<file path="config.mk">
export PLATFORM = sky130hd
export DESIGN_NAME = dmem_port_arbiter
export DESIGN_NICKNAME = d
export VERILOG_FILES = /design/src/rtl/dmem_arb_pkg.sv /design/src/rtl/dmem_port_mux.sv /design/src/rtl/dmem_port_arbiter.sv
export SDC_FILE = /design/constraint.sdc
export NUM_CORES = 1
export LEC_CHECK = 0
export ABC_AREA = 1
export BUFFER_PORTS_ARGS = -buffer_cell sky130_fd_sc_hd__buf_2
export CAP_MARGIN = 20
export CORE_AREA = 2 2 110 112
export DETAILED_ROUTE_END_ITERATION = 7
export DIE_AREA = 0 0 112 114
export SETUP_SLACK_MARGIN = 0.2
export SLEW_MARGIN = 10
export SYNTH_ARGS = -nofsm -noshare
export SYNTH_HDL_FRONTEND = slang
export SYNTH_SLANG_ARGS = --single-unit
</file>
<file path="constraint.sdc">
create_clock -name DMEM_ARB_clk -period 1.8 [get_ports DMEM_ARB_clk]
set_clock_uncertainty 0.05 [all_clocks]
set_input_delay 0.27 -clock DMEM_ARB_clk [delete_from_list [all_inputs] [get_ports DMEM_ARB_clk]]
set_output_delay 0.27 -clock DMEM_ARB_clk [all_outputs]
set_load 0.01 [all_outputs]
</file>
<file path="src/rtl/dmem_arb_pkg.sv">
// Shared types and constants for the data-RAM port arbiter.
package dmem_arb_pkg;

  typedef enum logic [1:0] {
    ARB_CPU      = 2'd0,
    ARB_HOST_ACC = 2'd1,
    ARB_HOST_RSP = 2'd2
  } arb_state_e;

  localparam logic [3:0]  WSTRB_FULL   = 4'b1111;
  localparam int unsigned STARVE_CNT_W = 8;

endpackage

</file>
<file path="src/rtl/dmem_port_mux.sv">
// RAM-side request mux: the CPU MEM stage drives the RAM unless the host owns it.
module dmem_port_mux
  import dmem_arb_pkg::*;
#(
  parameter int unsigned ADDR_W = 12
) (
  input  logic              host_sel,
  input  logic              cpu_req_M,
  input  logic              cpu_we_M,
  input  logic [ADDR_W-1:0] cpu_waddr,
  input  logic [31:0]       cpu_wdata_M,
  input  logic [3:0]        cpu_wstrb_M,
  input  logic              host_we,
  input  logic [ADDR_W-1:0] host_waddr,
  input  logic [31:0]       host_wdata,
  output logic              mem_en,
  output logic [3:0]        mem_we,
  output logic [ADDR_W-1:0] mem_addr,
  output logic [31:0]       mem_wdata
);

  // Select the RAM command source; host writes are always full-word.
  always_comb begin
    mem_en    = cpu_req_M;
    mem_we    = cpu_we_M ? cpu_wstrb_M : '0;
    mem_addr  = cpu_waddr;
    mem_wdata = cpu_wdata_M;
    if (host_sel) begin
      mem_en    = 1'b1;
      mem_we    = host_we ? WSTRB_FULL : '0;
      mem_addr  = host_waddr;
      mem_wdata = host_wdata;
    end
  end

endmodule

</file>
<file path="src/rtl/dmem_port_arbiter.sv">
// Data-RAM port arbiter: CPU MEM stage by default, host accesses slotted into
// CPU-idle cycles or forced in after a starvation limit.
module dmem_port_arbiter
  import dmem_arb_pkg::*;
#(
  parameter int unsigned ADDR_W          = 12,
  parameter int unsigned HOST_STARVE_LIM = 8
) (
  input  logic              DMEM_ARB_clk,
  input  logic              DMEM_ARB_rst,
  input  logic              cpu_req_M,
  input  logic              cpu_we_M,
  input  logic [31:0]       cpu_addr_M,
  input  logic [31:0]       cpu_wdata_M,
  input  logic [3:0]        cpu_wstrb_M,
  output logic              cpu_stall,
  output logic [31:0]       cpu_rdata,
  input  logic              host_req,
  input  logic              host_we,
  input  logic [31:0]       host_addr,
  input  logic [31:0]       host_wdata,
  output logic              host_ack,
  output logic [31:0]       host_rdata,
  output logic              host_rvalid,
  output logic              mem_en,
  output logic [3:0]        mem_we,
  output logic [ADDR_W-1:0] mem_addr,
  output logic [31:0]       mem_wdata,
  input  logic [31:0]       mem_rdata
);

  localparam logic [STARVE_CNT_W-1:0] STARVE_LIM = STARVE_CNT_W'(HOST_STARVE_LIM);
  localparam logic [STARVE_CNT_W-1:0] STARVE_MAX = '1;

  arb_state_e              state;
  arb_state_e              state_nxt;
  logic [STARVE_CNT_W-1:0] starve_cnt;
  logic                    cpu_rd_q;
  logic                    host_rd_pend;
  logic                    host_sel;
  logic                    host_win;
  logic [ADDR_W-1:0]       cpu_waddr;
  logic [ADDR_W-1:0]       host_waddr;
  logic                    addr_unused;

  // Word addresses alias above ADDR_W+1; the byte offset belongs to MEM_WB alignment.
  assign cpu_waddr   = cpu_addr_M[ADDR_W+1:2];
  assign host_waddr  = host_addr[ADDR_W+1:2];
  assign addr_unused = ^{cpu_addr_M[31:ADDR_W+2], cpu_addr_M[1:0],
                         host_addr[31:ADDR_W+2], host_addr[1:0]};

  assign host_win = host_req && (!cpu_req_M || (starve_cnt >= STARVE_LIM));

  // State register.
  always_ff @(posedge DMEM_ARB_clk) begin
    if (DMEM_ARB_rst) state <= ARB_CPU;
    else              state <= state_nxt;
  end

  // Next state: host slot is always ACC then RSP, so it never wins twice in a row.
  always_comb begin
    state_nxt = state;
    case (state)
      ARB_CPU:      if (host_win) state_nxt = ARB_HOST_ACC;
      ARB_HOST_ACC: state_nxt = ARB_HOST_RSP;
      ARB_HOST_RSP: state_nxt = ARB_CPU;
      default:      state_nxt = ARB_CPU;
    endcase
  end

  // Outputs decoded from the current state.
  always_comb begin
    host_sel  = (state == ARB_HOST_ACC);
    host_ack  = host_sel;
    cpu_stall = host_sel && cpu_req_M;
  end

  // Count consecutive cycles the host lost to a busy CPU.
  always_ff @(posedge DMEM_ARB_clk) begin
    if (DMEM_ARB_rst || !host_req) begin
      starve_cnt <= '0;
    end else if (state == ARB_CPU) begin
      if (host_win)                      starve_cnt <= '0;
      else if (starve_cnt != STARVE_MAX) starve_cnt <= starve_cnt + 1'b1;
    end
  end

  // Read-return bookkeeping for both requesters; host_we is latched in ACC
  // because the host may change it once it has seen host_ack.
  always_ff @(posedge DMEM_ARB_clk) begin
    if (DMEM_ARB_rst) begin
      cpu_rd_q     <= 1'b0;
      host_rd_pend <= 1'b0;
      host_rvalid  <= 1'b0;
      host_rdata   <= '0;
    end else begin
      cpu_rd_q     <= !host_sel && cpu_req_M && !cpu_we_M;
      host_rd_pend <= host_sel && !host_we;
      host_rvalid  <= (state == ARB_HOST_RSP) && host_rd_pend;
      if ((state == ARB_HOST_RSP) && host_rd_pend) host_rdata <= mem_rdata;
    end
  end

  assign cpu_rdata = cpu_rd_q ? mem_rdata : '0;

  dmem_port_mux #(
    .ADDR_W(ADDR_W)
  ) u_port_mux (
    .host_sel    (host_sel),
    .cpu_req_M   (cpu_req_M),
    .cpu_we_M    (cpu_we_M),
    .cpu_waddr   (cpu_waddr),
    .cpu_wdata_M (cpu_wdata_M),
    .cpu_wstrb_M (cpu_wstrb_M),
    .host_we     (host_we),
    .host_waddr  (host_waddr),
    .host_wdata  (host_wdata),
    .mem_en      (mem_en),
    .mem_we      (mem_we),
    .mem_addr    (mem_addr),
    .mem_wdata   (mem_wdata)
  );

endmodule

</file>
* Yosys cells after proc, flatten, opt, wreduce, memory -nomap -nowiden
Cells that the tools add are included.
** Word-level totals
- Flip-flop bits (word level) :: 45
- Bits of input ports :: 170
- Output and inout bits :: 116
- Word-level logic and storage cells :: 39
** Operators by class
- $add $sub $neg :: 1
- Order comparisons :: 1
- Eq/ne operators :: 4
- Multiplexer cells :: 11
- Reduce and logical (&&, ||, !) cells :: 16
** Operators with widths (number)
- $mux 32 :: 2
- $mux 8 :: 2
- $mux 12 :: 1
- $mux 4 :: 3
- $add 8x1->8 const B :: 1
- $ge 8x4->1 const B :: 1
- $ne 8x8->1 const B :: 1
- $logic_and 1x1->1 :: 6
- $logic_not 1->1 :: 5
- $pmux 2 s2 :: 1
- $eq 2x1->1 const B :: 1
- $eq 2x2->1 const B :: 1
- $logic_not 2->1 :: 1
- $logic_or 1x1->1 :: 2
- $mux 2 :: 1
- $ne 2x2->1 const B :: 1
- $reduce_and 2->1 :: 1
- $reduce_bool 2->1 :: 1
- $mux 1 :: 1

* Longest topological paths before layout
- Depth in word-level cells :: 5
- Mapped depth :: 8
- Depth with buffers taken out :: 8

* Hierarchy
Synthesis repeated with hierarchy kept, for this count alone.
** Second synthesis, totals
- Cell total of the unflattened synthesis :: 445
- Area, all modules :: 2622.5 µm²
** By module, submodules not included
- dmem_port_arbiter :: times used 1, cells each 292, area an instance 1979.4 µm², sequential area each 900.9 µm²
- dmem_port_mux :: times used 1, cells each 153, area an instance 643.1 µm², sequential area each 0.0 µm²

* Worst setup path after synthesis
OpenSTA, ideal clock, no wires.
- Path type :: register to output
- From :: register state[0]
- To :: output mem_wdata[10]
- Arrival time :: 1.052 ns
- Data required time :: 1.480 ns
- Path slack :: 0.428 ns
- Cell stages (with the launch flop) :: 8
- Path buffers :: 2
- Cells stage by stage :: dfxtp_1 -> inv_2 -> nor2_4 -> inv_2 -> buf_4 -> buf_4 -> nand2_1 -> nand2_1
** Between the ends
- Longest elaborated chain between the ends :: 2
** Ends and longest elaborated chain
- start, declared :: line dmem_port_arbiter.sv:35 : arb_state_e state;
- start signal, assigned :: line dmem_port_arbiter.sv:57 : else state <= state_nxt;
- $eq 2x1->1 :: line dmem_port_arbiter.sv:73 : host_sel = (state == ARB_HOST_ACC);
- $mux 32 :: line dmem_port_mux.sv:28 : if (host_sel) begin
- end, declared :: line dmem_port_arbiter.sv:28 : output logic [31:0] mem_wdata,
Every way passes these cells.

* Worst setup path in the final report
- From :: register state[0]
- To :: output mem_wdata[6]
Same word-level chain as after synthesis.

==> results_dict.tcl <==
set metrics [dict create \
    status "completed" \
    area_growth_pct 65.02 \
    slowest_delay_ns 0.36 \
    synth-main-ff-cell "dfxtp_1" \
    cp_common_cell "nand2_1" \
    place.gp.congestion 0.8349 \
    end_kind "output port" \
    htreeDepth 2 \
    vias_per_cell 4.102 \
    grt.overflow.total 0 \
    synth_area_per_cell_um2 5.798 \
    dp_slack_ns 0.2915 \
    drv_slew 0 \
    synth_cell_type_count 23 \
    path_class "flop to output port" \
    synth_edf_count 0 \
    cts.sinks 45 \
    drv_cap 0 \
    synth_area_leaders "dfxtp_1 (34%), nand2_1 (27%), nor2_1 (11%)" \
    grt_pass1_wl_um 15700 \
    fill_cells 1336 \
    drive_gt1_frac 0.4031 \
    hold_class "input pin to flop" \
    die_w_um 112 \
    dpl_cell_area_um2 4040 \
    setup_ws_ns 0.05941 \
    arrival_ns 1.42 \
    synth_warnings 0 \
    fp.dieH_um 114 \
    path_clk_slew_ns 0.07 \
    finalNonFillerCells 854 \
    fin_util 0.3750 \
    root_buffer "clkbuf_16" \
    multi_input_area_um2 1434 \
    drc_errors 0 \
    cts_tree "built" \
    crit_path_cell_trace "inv_2, nor2_4, buf_4, inv_8, clkbuf_16, nand2_1, nand2_1, buf_2" \
    core_region_area_um2 11710 \
    port_buffers 245 \
    grt_pass1_vias 3155 \
    std_cell_rows 40 \
    routed_wl_um 10430 \
    cts_buffers 5 \
    syn_inst 459 \
    path_max_fanout 11 \
    fmax_mhz 574.5 \
    synth_most_common_cell "nand2_1" \
    async_flop_share 0 \
    ant_nets 0 \
    synthTopCellsByCount "nand2_1 (190), nor2_1 (79), inv_1 (51)" \
    cp.required_ns 1.48 \
    avgRoutedWirePerCell_um 12.22 \
    antenna_found_initial 0 \
    worstSetupStartpointType "flop" \
    final_area_um2 4392 \
    grt_max_degree 34 \
    area.sequential_um2 903.4 \
    setup_violations 0 \
    syn_nets 631 \
    critPathSlowestCell "dfxtp_2" \
    pin_count 286 \
    seq_area_frac_synth 0.3385 \
    yosys.area.top_type "dfxtp_1" \
    grt_usage 0.1527 \
    placed_cells_incl_taps 838 \
    power_density_nw_per_um2 580.8 \
    place_hpwl_um 7907 \
    relSlewSlack 0.7228 \
    n_antenna_cell 0 \
    drt-initial-drc-count 145 \
    power_mw 2.551 \
    die_area_um2 12770 \
    final_nets 878 \
    min_period_ns 1.741 \
    initial_core_util 0.2272 \
    synth.ff_latch_count 45 \
    p_leak_nw 2.711 \
    final-hold-violation-count 0 \
    post-route-period-util 0.9670 \
    synthDominantCellAreaShare 0.3385 \
    rsz0062_at_grt "yes" \
    dr.pass1.iters 4 \
    ir_drop_v 0.0003495 \
    num_vias 3503 \
    clk_path_buf_depth 2 \
    synthesis.area_um2 2661 \
    clk_latency_ns 0.28 \
    worst_slew_pin_slew_ns 0.4143 \
]
-- power by group --
group | internal, mW | leakage, nW | switching (mW)
Clock | 0.588 | 0.0799 | 0.373
Sequential | 1.00 | 0.364 | 0.00458
Combinational | 0.274 | 2.27 | 0.310
-- final timing paths --
check                             start                         end  slack (ns)  cells after the start
max               state[0]$_SDFFE_PP0P_                mem_wdata[6]        0.06                      8
max reg2reg  starve_cnt[1]$_SDFFE_PP0P_  starve_cnt[4]$_SDFFE_PP0P_        0.38                      7
min reg2reg  host_rdata[0]$_SDFFE_PP0P_  host_rdata[0]$_SDFFE_PP0P_        0.42                      2
min                             host_we     host_rd_pend$_SDFF_PP0_        0.14                      2
-- layer usage --
layer | global-route usage | share of wire
met1 | 0.1813 | 0.43
met2 | 0.2739 | 0.48
met3 | 0.03613 | 0.079
met4 | 0.04715 | 0.019
met5 | 0 | 0
-- critical path: cells and delay by family, from the launching register on --
kind          cells  cell delay (ns)
buf+inv           5             0.56
simple gates      3             0.21
flops             1             0.36
-- sequential cells by signal, indices dropped and copies added, names as in the netlist --
name	cells
cpu_rd_q	1
host_rdata	32
state	2
host_rd_pend	1
host_rvalid	1
starve_cnt	8
-- timing repair --
| item | CTS | global route |
|---|---|---|
| setup buffers | 3 | 0 |
| resized for setup | 12 | 3 |
| setup endpoints to repair | 51 | 50 |
| cloned | 3 | 2 |
| hold buffers | 0 | 0 |
-- kinds of logic (layout without fill, tap and decap cells) --
kind of cell / Yosys count / count (layout) / synth area share
flops: 45 / 45 / 0.3385
simple gates: 292 / 292 / 0.4466
buf+inv: 76 / 324 / 0.1227
compound gates: 44 / 44 / 0.08275
fa+ha+maj: 2 / 2 / 0.009401
-- area by class of cell --
cell class | count | share of cell area
Multi-Input combinational cell | 338 | 0.3265
Clock inverter | 1 | 0.001140
Sequential cell | 45 | 0.2057
Inverter | 54 | 0.04786
Timing Repair Buffer | 262 | 0.3422
Clock buffer | 7 | 0.03476
Tap cell | 147 | 0.04188
-- layout by cell type (no fill, tap or decap), types with 4 or more instances in the layout --
cell,Yosys,layout
nor2_1,79,79
nand3_1,7,7
inv_1,51,51
dfxtp_1,45,43
buf_12,0,4
nand2_1,190,190
o21ai_0,40,40
a21oi_1,4,4
buf_2,6,245
clkbuf_16,0,7
buf_4,3,7
-- per-stage QoR --
step                      hold slack [ns]  TNS, ns
after global routing               0.1388  -0.2821
after detailed placement           0.4170        0
after global placement             0.4071        0
final                              0.1411        0
after CTS                          0.1412        0
after floorplan                    0.2924        0
Note: power is estimated with default switching activity, not from simulation.
